[src/rtl/univ_shift_reg.sv]
// Purpose: WIDTH-bit universal register with hold, shift-right, shift-left and parallel load, plus a saturating shift counter.
// Latency: q/shift_cnt update 1 cycle after the sampling edge; qn, so_r, so_l and word_done are decoded from registered state only.
// Backpressure: none; an operation is accepted on every rising edge while res is high. USR_ROTATE_EN turns the shifts into rotates.
module univ_shift_reg #(
    parameter int               WIDTH     = 8,
    parameter logic [WIDTH-1:0] RESET_VAL = {WIDTH{1'b0}},
    parameter int               CNT_W     = $clog2(WIDTH + 1)
) (
    input  logic             clk,
    input  logic             res,
    input  logic [1:0]       mode,
    input  logic             sr_in,
    input  logic             sl_in,
    input  logic [WIDTH-1:0] d,
    output logic [WIDTH-1:0] q,
    output logic [WIDTH-1:0] qn,
    output logic             so_r,
    output logic             so_l,
    output logic [CNT_W-1:0] shift_cnt,
    output logic             word_done
);

    localparam logic [1:0] MODE_HOLD  = 2'b00;
    localparam logic [1:0] MODE_SHR   = 2'b01;
    localparam logic [1:0] MODE_SHL   = 2'b10;
    localparam logic [1:0] MODE_LOAD  = 2'b11;

    // Count value meaning "a whole word has passed through"; it is also the saturation point.
    localparam logic [CNT_W-1:0] CNT_FULL = CNT_W'(WIDTH);

    logic [WIDTH-1:0] q_nxt;
    logic [CNT_W-1:0] cnt_nxt;
    logic             shifting;
    logic             fill_r;
    logic             fill_l;

`ifdef USR_ROTATE_EN
    // Rotate mode recirculates the bit leaving the opposite end; the serial inputs are not consumed.
    logic unused_serial;
    assign unused_serial = sr_in ^ sl_in;
    assign fill_r        = q[0];
    assign fill_l        = q[WIDTH-1];
`else
    assign fill_r        = sr_in;
    assign fill_l        = sl_in;
`endif

    // Next register contents and whether this edge counts as a shift.
    always_comb begin
        q_nxt    = q;
        shifting = 1'b0;
        case (mode)
            MODE_HOLD: begin
                q_nxt    = q;
                shifting = 1'b0;
            end
            MODE_SHR: begin
                q_nxt    = {fill_r, q[WIDTH-1:1]};
                shifting = 1'b1;
            end
            MODE_SHL: begin
                q_nxt    = {q[WIDTH-2:0], fill_l};
                shifting = 1'b1;
            end
            MODE_LOAD: begin
                q_nxt    = d;
                shifting = 1'b0;
            end
            default: begin
                q_nxt    = q;
                shifting = 1'b0;
            end
        endcase
    end

    // Shift counter: cleared by a load, incremented by either shift direction, saturating at WIDTH.
    always_comb begin
        cnt_nxt = shift_cnt;
        if (mode == MODE_LOAD) begin
            cnt_nxt = '0;
        end else if (shifting && (shift_cnt != CNT_FULL)) begin
            cnt_nxt = shift_cnt + 1'b1;
        end
    end

    // State register; the asynchronous reset discards both contents and count immediately.
    always_ff @(posedge clk or negedge res) begin
        if (!res) begin
            q         <= RESET_VAL;
            shift_cnt <= '0;
        end else begin
            q         <= q_nxt;
            shift_cnt <= cnt_nxt;
        end
    end

    // Derived outputs come only from registered state, so no input reaches an output combinationally.
    assign qn        = ~q;
    assign so_r      = q[0];
    assign so_l      = q[WIDTH-1];
    assign word_done = (shift_cnt == CNT_FULL);

endmodule

[config.mk]
export PLATFORM = sky130hd
export DESIGN_NAME = univ_shift_reg
export DESIGN_NICKNAME = d
export VERILOG_FILES = /design/src/rtl/univ_shift_reg.sv
export SDC_FILE = /design/constraint.sdc
export NUM_CORES = 1
export LEC_CHECK = 0
export BUFFER_PORTS_ARGS = -buffer_cell sky130_fd_sc_hd__buf_2
export CORE_UTILIZATION = 35
export DETAILED_ROUTE_END_ITERATION = 8
export SKIP_LAST_GASP = 1
export SLEW_MARGIN = 40
export SYNTH_ARGS = -nofsm -noshare
export SYNTH_HDL_FRONTEND = slang
export SYNTH_SLANG_ARGS = --single-unit
[constraint.sdc]
create_clock -name clk -period 2.7 [get_ports clk]
set_input_delay 0.675 -clock clk [delete_from_list [all_inputs] [get_ports clk]]
set_output_delay 0.675 -clock clk [all_outputs]
set_load 0.005 [all_outputs]
==> results by group, run 1 <==
Worst setup path
  • WP data required: approximately 2.0 ns
  • Max stage delay on crit path: about 0.41 ns
  • Crit path max fanout: 5
  • Crit path depth: 5
  • Slowest CP cell: dfrtp_1
  • Critical path class: flop to primary output
  • Reg2reg setup slack: 1.27 ns
  • Crit start category: flop
  • R2R cell count: 5
  • Bufs and invs on worst path: 2
  • CP Data Arrival Time: approximately 1.2 ns
  • Endpoint type of the worst setup path: primary output
  • Cell family with most CP delay: flip-flops
  • Critical path, cell by cell: inv_1 > ha_1 > nand2_1 > nor2_1 > buf_2

Final layout
  • Area of the multi-input gates: 444.2 um2
  • Final net count: 149
  • Syn-to-layout area delta: 22.42%
  • Share of cells above drive strength 1: between 30% and 40%
  • Fill count: 240
  • # diodes: 0
  • Sequential cell area: about 300 um2

Min path
  • Worst hold-check path type: primary input to asynchronous set/reset pin

STA
  • Max-slew violation count: 0
  • Endpoints failing setup: 0
  • Tmin final: 1.904 ns
  • Final number of hold-violating endpoints: 0
  • Final period utilization: between 70% and 80%
  • Max-Slew Margin vs Limit: roughly 65%
  • Least-Margin Pin Slew: around 0.53 ns
  • Unrepaired setup endpoints after global routing: false
  • Final Skew: 0.002933 ns
  • Setup tns final: 0 ns
  • Fmax: around 530 MHz

GRT
  • Pin count of the biggest net entering global routing: 17
  • First-pass GRT wire length: ~3100 um
  • Grt total ovfl: 0
  • Routing usage on met1: between 20% and 30%
  • Number of global-route vias before repair: 722
  • GRT busiest layer: met2
  • Number of antenna violations at the first check in global routing: 0
  • GR Util met3: 5.357%
  • GRT met2 Usage: 25.44%
  • Total GRT Usage: about 16%

Floorplan
  • Die Ht: about 51 um
  • Die Wd: 51.23 um
  • IO Count: 37
  • DIE AREA: ~2600 um2
  • Row cnt: 17
  • Core area: roughly 2300 um2
  • Starting Density: a little under two fifths

Yosys
  • Number of synthesis warnings: 0
  • Syn avg cell area: a little under 9 um2
  • Syn Inst Count: 95
  • Number of synthesized register bits: 12
  • Mapped Area: 848.3 um2
  • Cell variety after synth: 24
  • Seq/Total Area, Yosys: between 30% and 40%
  • Syn Nets: 115

Placed design
  • Dpl hpwl: between 1000 and 1500 um
  • GPL Wtd Cong: 0.7062
  • IO Port Bufs: 36

Clocking
  • Clock transition at path regs: approximately 0.070 ns
  • # resized after CTS: 0
  • CTS tree: yes
  • Clock latency on the worst-skew pair: between 0.2 and 0.3 ns
  • Htree depth: 1
  • Inserted Clock Buffers: 3
  • Clk sinks: 12
  • # hold bufs at CTS: 0
  • Post-CTS setup buffer count: 0
  • Root Driver: clkbuf_4
  • Longest Clk Path Bufs: 2

Pwr
  • Worst vdd ir: about 0.28 mV
  • Total power divided by cell area: 563.2 nW/um2
  • Total power: about 0.58 mW
  • Leakage: about 0.55 nW

Route
  • Antenna-violating nets left: 0
  • Iter 0 DRT Violations: 4
  • Vias post-DR: 785
  • DR WL/cell: between 10 and 15 um
  • Detailed Route WL: approximately 1900 um
  • DRC: 0
  • Vias per cell: 5.065
  • DRT Pass-1 Iters: 4

Outcome
  • Status: complete, no violations

Flow run
  • MaxCap Viol Count: 0
-- Yosys cell counts --
cell,count,area share [%]
o31ai_1,8,7.1
buf_2,2,1.2
buf_6,2,2.7
buf_4,2,1.8
dfrtp_1,12,35
nor2_1,4,1.8
o21a_1,1,0.89
a311oi_1,1,1.0
nand2b_1,2,1.5
clkbuf_1,1,0.44
or3b_2,1,1.0
ha_1,6,8.8
mux2i_1,1,1.2
nand4_1,1,0.74
o211a_1,7,8.3
inv_1,13,5.8
nand3_1,7,4.1
mux2_2,1,1.3
buf_1,1,0.44
a211oi_1,8,7.1
a21oi_1,1,0.59
xor2_1,1,1.0
nand2_1,11,4.9
and2b_2,1,1.0
-- layout by cell type, fill, tap and decap left out --
cell	Yosys	final
nand3_1	7	7
buf_4	2	1
and2b_2	1	1
a311oi_1	1	1
a211oi_1	8	8
a21oi_1	1	1
o31ai_1	8	8
nand2_1	11	11
o21a_1	1	1
nand4_1	1	1
ha_1	6	6
dfrtp_1	12	12
mux2_2	1	1
buf_2	2	36
nor2_1	4	4
inv_1	13	13
nand2b_1	2	2
xor2_1	1	1
mux2i_1	1	1
o211a_1	7	7
or3b_2	1	1
clkbuf_4	0	3
-- cell families after synthesis --
kind of cell	share of synthesized area, %
buffers and inverters	12.24
AOI/OAI and AO/OA	24.93
muxes	2.507
DFF	35.40
xor gates and xnor gates	1.033
and+or+nand+nor	15.04
adders and majority gates	8.849
-- power by group --
| group | total (mW) | internal (mW) | switching [mW] |
|---|---|---|---|
| registers | 0.263 | 0.219 | 0.0446 |
| clock network | 0.109 | 0.0516 | 0.0576 |
| logic | 0.213 | 0.109 | 0.104 |
| total | 0.585 | 0.379 | 0.206 |
-- cell type report --
cell class | instances | area share [%]
multi-input combinational | 62 | 42.77
tap | 28 | 3.373
sequential | 12 | 28.92
inverter | 13 | 4.699
timing repair buffer | 37 | 18.07
clock buffer | 3 | 2.169
-- path summary, 6_finish.rpt --
check / startpoint / endpoint
max in group asynchronous: res / q[0]
min: res / shift_cnt[2]
max reg2reg: shift_cnt[0] / shift_cnt[2]
max: shift_cnt[0] / word_done
min in group clk: q[7] / q[7]
min reg2reg: q[7] / q[7]
-- layer usage --
layer	wire length (um)	up-vias	part of all wire [%]
li1	-	396	-
met1	910	360	48
met2	879	27	46
met3	97	2	5.1
met4	12	0	0.63
met5	0	-	0
-- stage by stage --
step / util, % / area [um2] / worst slack, ns / hold slack (ns) / cells
detailed placement: 45.06 / 1016 / 0.6278 / 0.5198 / 152
floorplan: - / 848.3 / 1.020 / 0.3794 / 95
CTS: 46.06 / 1039 / 0.7866 / 0.2785 / 155
finish: 46.06 / 1039 / 0.7956 / 0.2761 / 155
global placement: 45.06 / 1016 / 0.7033 / 0.5053 / 152
global route: 46.06 / 1039 / 0.6615 / 0.2797 / 155
-- state kept, by name, indices dropped and copies added (netlist names) --
signal	count
shift_cnt	4
q	8
Note: power is estimated with default switching activity, not from simulation.
==> run 2: changes to the inputs <==
Settings changed: ABC_AREA set to 1.
Clock period 2.7 ns to 1.7 ns, I/O delays scaled along.
==> results by group, run 2 <==
Floorplan
  • Row cnt: 17 (unchanged)
  • IO Count: 37 (unchanged)
  • Starting Density: 37.88% (was 37.62%)
  • Die Ht: 51.63 um (was 51.23 um)
  • DIE AREA: 2666 um2 (was 2625 um2)
  • Die Wd: 51.63 um (was 51.23 um)
  • Core area: 2276 um2 (was 2255 um2)

STA
  • Final period utilization: 95.23%
  • Max-Slew Margin vs Limit: 70.48% (was 64.66%)
  • Max-slew violation count: 0 (unchanged)
  • Hold WS: 0.009572 ns (was 0.2761 ns)
  • Fmax: 617.7 MHz
  • Least-Margin Pin Slew: 0.4428 ns (was 0.5302 ns)
  • Unrepaired setup endpoints after global routing: false (unchanged)
  • Final number of hold-violating endpoints: 0 (unchanged)
  • Endpoints failing setup: 0 (unchanged)
  • Post-route worst setup slack: 0.08113 ns (was 0.7956 ns)
  • Tmin final: between 1.5 and 2 ns
  • Setup tns final: 0 ns (unchanged)
  • Final Skew: 0.003474 ns (was 0.002933 ns)

GRT
  • First-pass GRT wire length: 3291 um (was 3139 um)
  • Number of antenna violations at the first check in global routing: 0 (unchanged)
  • Total GRT Usage: 16.68% (was 16.06%)
  • Number of global-route vias before repair: 775 (was 722)
  • Pin count of the biggest net entering global routing: 13 (was 17)
  • Grt total ovfl: 0 (unchanged)

Pwr
  • Combinational power share: 34.1% (was 36.3%)
  • Total power divided by cell area: 856.4 nW/um2 (was 563.2 nW/um2)
  • Net Sw Power: 0.3169 mW (was 0.2062 mW)
  • Clock group share of total power: 24.5% (was 18.7%)
  • Worst vdd ir: 0.6236 mV (was 0.2781 mV)
  • Seq pwr share: 41.4% (was 45.0%)
  • Switch share: 33.92% (was 35.25%)
  • Total power: 0.9344 mW (was 0.5849 mW)
  • Leakage: 0.6967 nW (was 0.5530 nW)
  • Internal: 0.6174 mW (was 0.3787 mW)

Worst setup path
  • Cell mode on critical path: inv_1
  • Crit start category: flop (unchanged)
  • Endpoint type of the worst setup path: primary output (unchanged)
  • Crit path max fanout: 3 (was 5)
  • Critical path class: flop to primary output (unchanged)
  • CP Data Arrival Time: 1.19 ns (was 1.23 ns)
  • Max stage delay on crit path: 0.39 ns (was 0.41 ns)
  • Critical path, cell by cell: inv_1 > ha_1 > nand3b_1 > inv_1 > buf_2 (was inv_1 > ha_1 > nand2_1 > nor2_1 > buf_2)
  • WP data required: 1.27 ns (was 2.03 ns)
  • Slowest CP cell: dfrtp_1 (unchanged)

Yosys
  • Synth Area in Simple Gates: 42.82% (was 15.04%)
  • Cell taking the most area after synthesis: dfrtp_1 (unchanged)
  • Mux contribution to synthesized area: 0% (was 2.507%)
  • Largest cells by area after synthesis: dfrtp_1, nand2_1, ha_1, inv_1, nor2_8 (was dfrtp_1, ha_1, o211a_1, a211oi_1, o31ai_1)
  • Combinational family with the most area after synthesis: simple AND/OR/NAND/NOR gates (was compound AO/OA/AOI/OAI gates)
  • Number of synthesis warnings: 0 (unchanged)
  • Number of synthesized register bits: 12 (unchanged)
  • Synth Area in Adders: 8.708% (was 8.850%)
  • Commonest register cell after synthesis: dfrtp_1 (unchanged)
  • Synth cell count leaders: nand2_1, inv_1, dfrtp_1 (was inv_1, dfrtp_1, nand2_1)
  • Syn Inst Count: 131 (was 95)
  • Cell variety after synth: 16 (was 24)
  • Xor/xnor share of the synthesized area: 0% (was 1.032%)
  • Syn Nets: 151 (was 115)
  • Async SR Flop Fraction: 100.0% (unchanged)
  • Compound-Gate Fraction of Synth Area: 0.7257% (was 24.93%)
  • Synth top area share: 34.83% (was 35.40%)
  • Syn avg cell area: 6.581 um2 (was 8.930 um2)
  • EDFF count, synth: 0 (unchanged)
  • Mapped Area: 862.1 um2 (was 848.3 um2)
  • Most common cell in the netlist: nand2_1 (was inv_1)
  • Seq/Total Area, Yosys: 34.83% (was 35.40%)

Route
  • Vias per cell: 4.431 (was 5.065)
  • DRT Pass-1 Iters: 4 (unchanged)
  • DR WL/cell: 9.980 um (was 12.26 um)
  • Iter 0 DRT Violations: 32 (was 4)
  • Met2 WL: 832 um (was 879 um)
  • Detail Route met3 WL: 92 um (was 97 um)
  • DRC: 0 (unchanged)
  • Detailed Route WL: 1966 um (was 1900 um)
  • Antenna-violating nets left: 0 (unchanged)
  • DR top layer: met4 (unchanged)
  • Wire length on met1: 1014 um (was 910 um)
  • Vias post-DR: 873 (was 785)

Min path
  • Worst hold-check path type: primary input to asynchronous set/reset pin (unchanged)

Clocking
  • Inserted Clock Buffers: 3 (unchanged)
  • Root Driver: clkbuf_4 (unchanged)
  • Clk sinks: 12 (unchanged)
  • # hold bufs at CTS: 0 (unchanged)
  • CTS tree: yes (unchanged)
  • Htree depth: 1 (unchanged)
  • Clock latency on the worst-skew pair: 0.28 ns (was 0.27 ns)
  • Clock transition at path regs: 0.08 ns (was 0.07 ns)
  • Longest Clk Path Bufs: 2 (unchanged)

Final layout
  • Final net count: 190 (was 149)
  • Fill count: 250 (was 240)
  • Non-filler instance count after layout: 197 (was 155)
  • Top reg by flops: q (unchanged)
  • Syn-to-layout area delta: 26.56% (was 22.42%)
  • Commonest non-fill, non-tap cells in the layout: nand2_1, buf_2, inv_1, dfrtp_1, ha_1 (was buf_2, inv_1, dfrtp_1, nand2_1)
  • Commonest non-fill, non-tap cell in the layout: nand2_1 (was buf_2)
  • # diodes: 0 (unchanged)
  • Max FFs per register: 8 (unchanged)
  • Share of cells above drive strength 1: 27.81% (was 33.86%)
  • Biggest regs: q (8), shift_cnt (4) (unchanged)
  • Fin area: 1091 um2 (was 1039 um2)
  • Core Util, Final: 47.94% (was 46.06%)

Placed design
  • Dpl hpwl: 1483 um (was 1447 um)
  • IO Port Bufs: 36 (unchanged)
  • GPL Wtd Cong: 0.8003 (was 0.7062)
  • Pre-CTS worst setup slack: 0.07652 ns (was 0.6278 ns)
  • Dpl cells: 190 (was 152)
  • Placement Cell Area: 1032 um2 (was 1016 um2)

Outcome
  • Status: complete, no violations (unchanged)

Flow run
  • MaxCap Viol Count: 0 (unchanged)
run 2: timing repair:
item,4_1_cts,5_1_grt
setup endpoints to repair,1,1
resized for setup,0,0
buffers inserted,1,2
run 2: metal layers:
metal / vias up / GRT usage [%]
li1: 464 / -
met1: 373 / 24.14
met2: 32 / 24.46
met3: 4 / 2.632
met4: 0 / 6.757
met5: - / 0
run 2: worst paths after layout:
kind,from,to,slack (ns),cells past startpoint
max in group asynchronous,res,q[3],1.48,1
max,shift_cnt[0],word_done,0.08,5
max reg2reg,shift_cnt[0],shift_cnt[0],0.57,6
min,res,q[2],0.01,1
min in group clk,sr_in,q[7],0.47,5
min reg2reg,shift_cnt[1],shift_cnt[1],0.54,2
run 2: cells by family after synthesis:
kind of cell             after synthesis
buffers and inverters                 22
AND/OR/NAND/NOR                       90
AO/OA/AOI/OAI                          1
adder cells (fa/ha/maj)                6
flip-flops                            12
run 2: power by group through the flow:
stage / logic (mW) / clock network (mW) / registers (mW)
2_1_floorplan: 0.164 / 0 / 0.397
3_3_place_gp: 0.279 / 0 / 0.402
3_5_place_dp: 0.284 / 0 / 0.403
4_1_cts: 0.301 / 0.233 / 0.391
5_1_grt: 0.367 / 0.245 / 0.396
6_report: 0.319 / 0.229 / 0.386
run 2: area by class of cell:
cell class | count | area, um2 | share of cell area [%]
Tap cell | 28 | 35.03 | 3.211
Clock buffer | 4 | 36.28 | 3.326
Timing Repair Buffer | 39 | 202.7 | 18.58
Multi-Input combinational cell | 97 | 450.4 | 41.28
Inverter | 17 | 66.31 | 6.078
Sequential cell | 12 | 300.3 | 27.52
run 2: worst max-delay path, delay by kind of cell (launching register included):
family | cells | cell delay, ns
fa+ha+maj | 1 | 0.17
simple gates | 1 | 0.12
buf+inv | 3 | 0.24
flops | 1 | 0.39
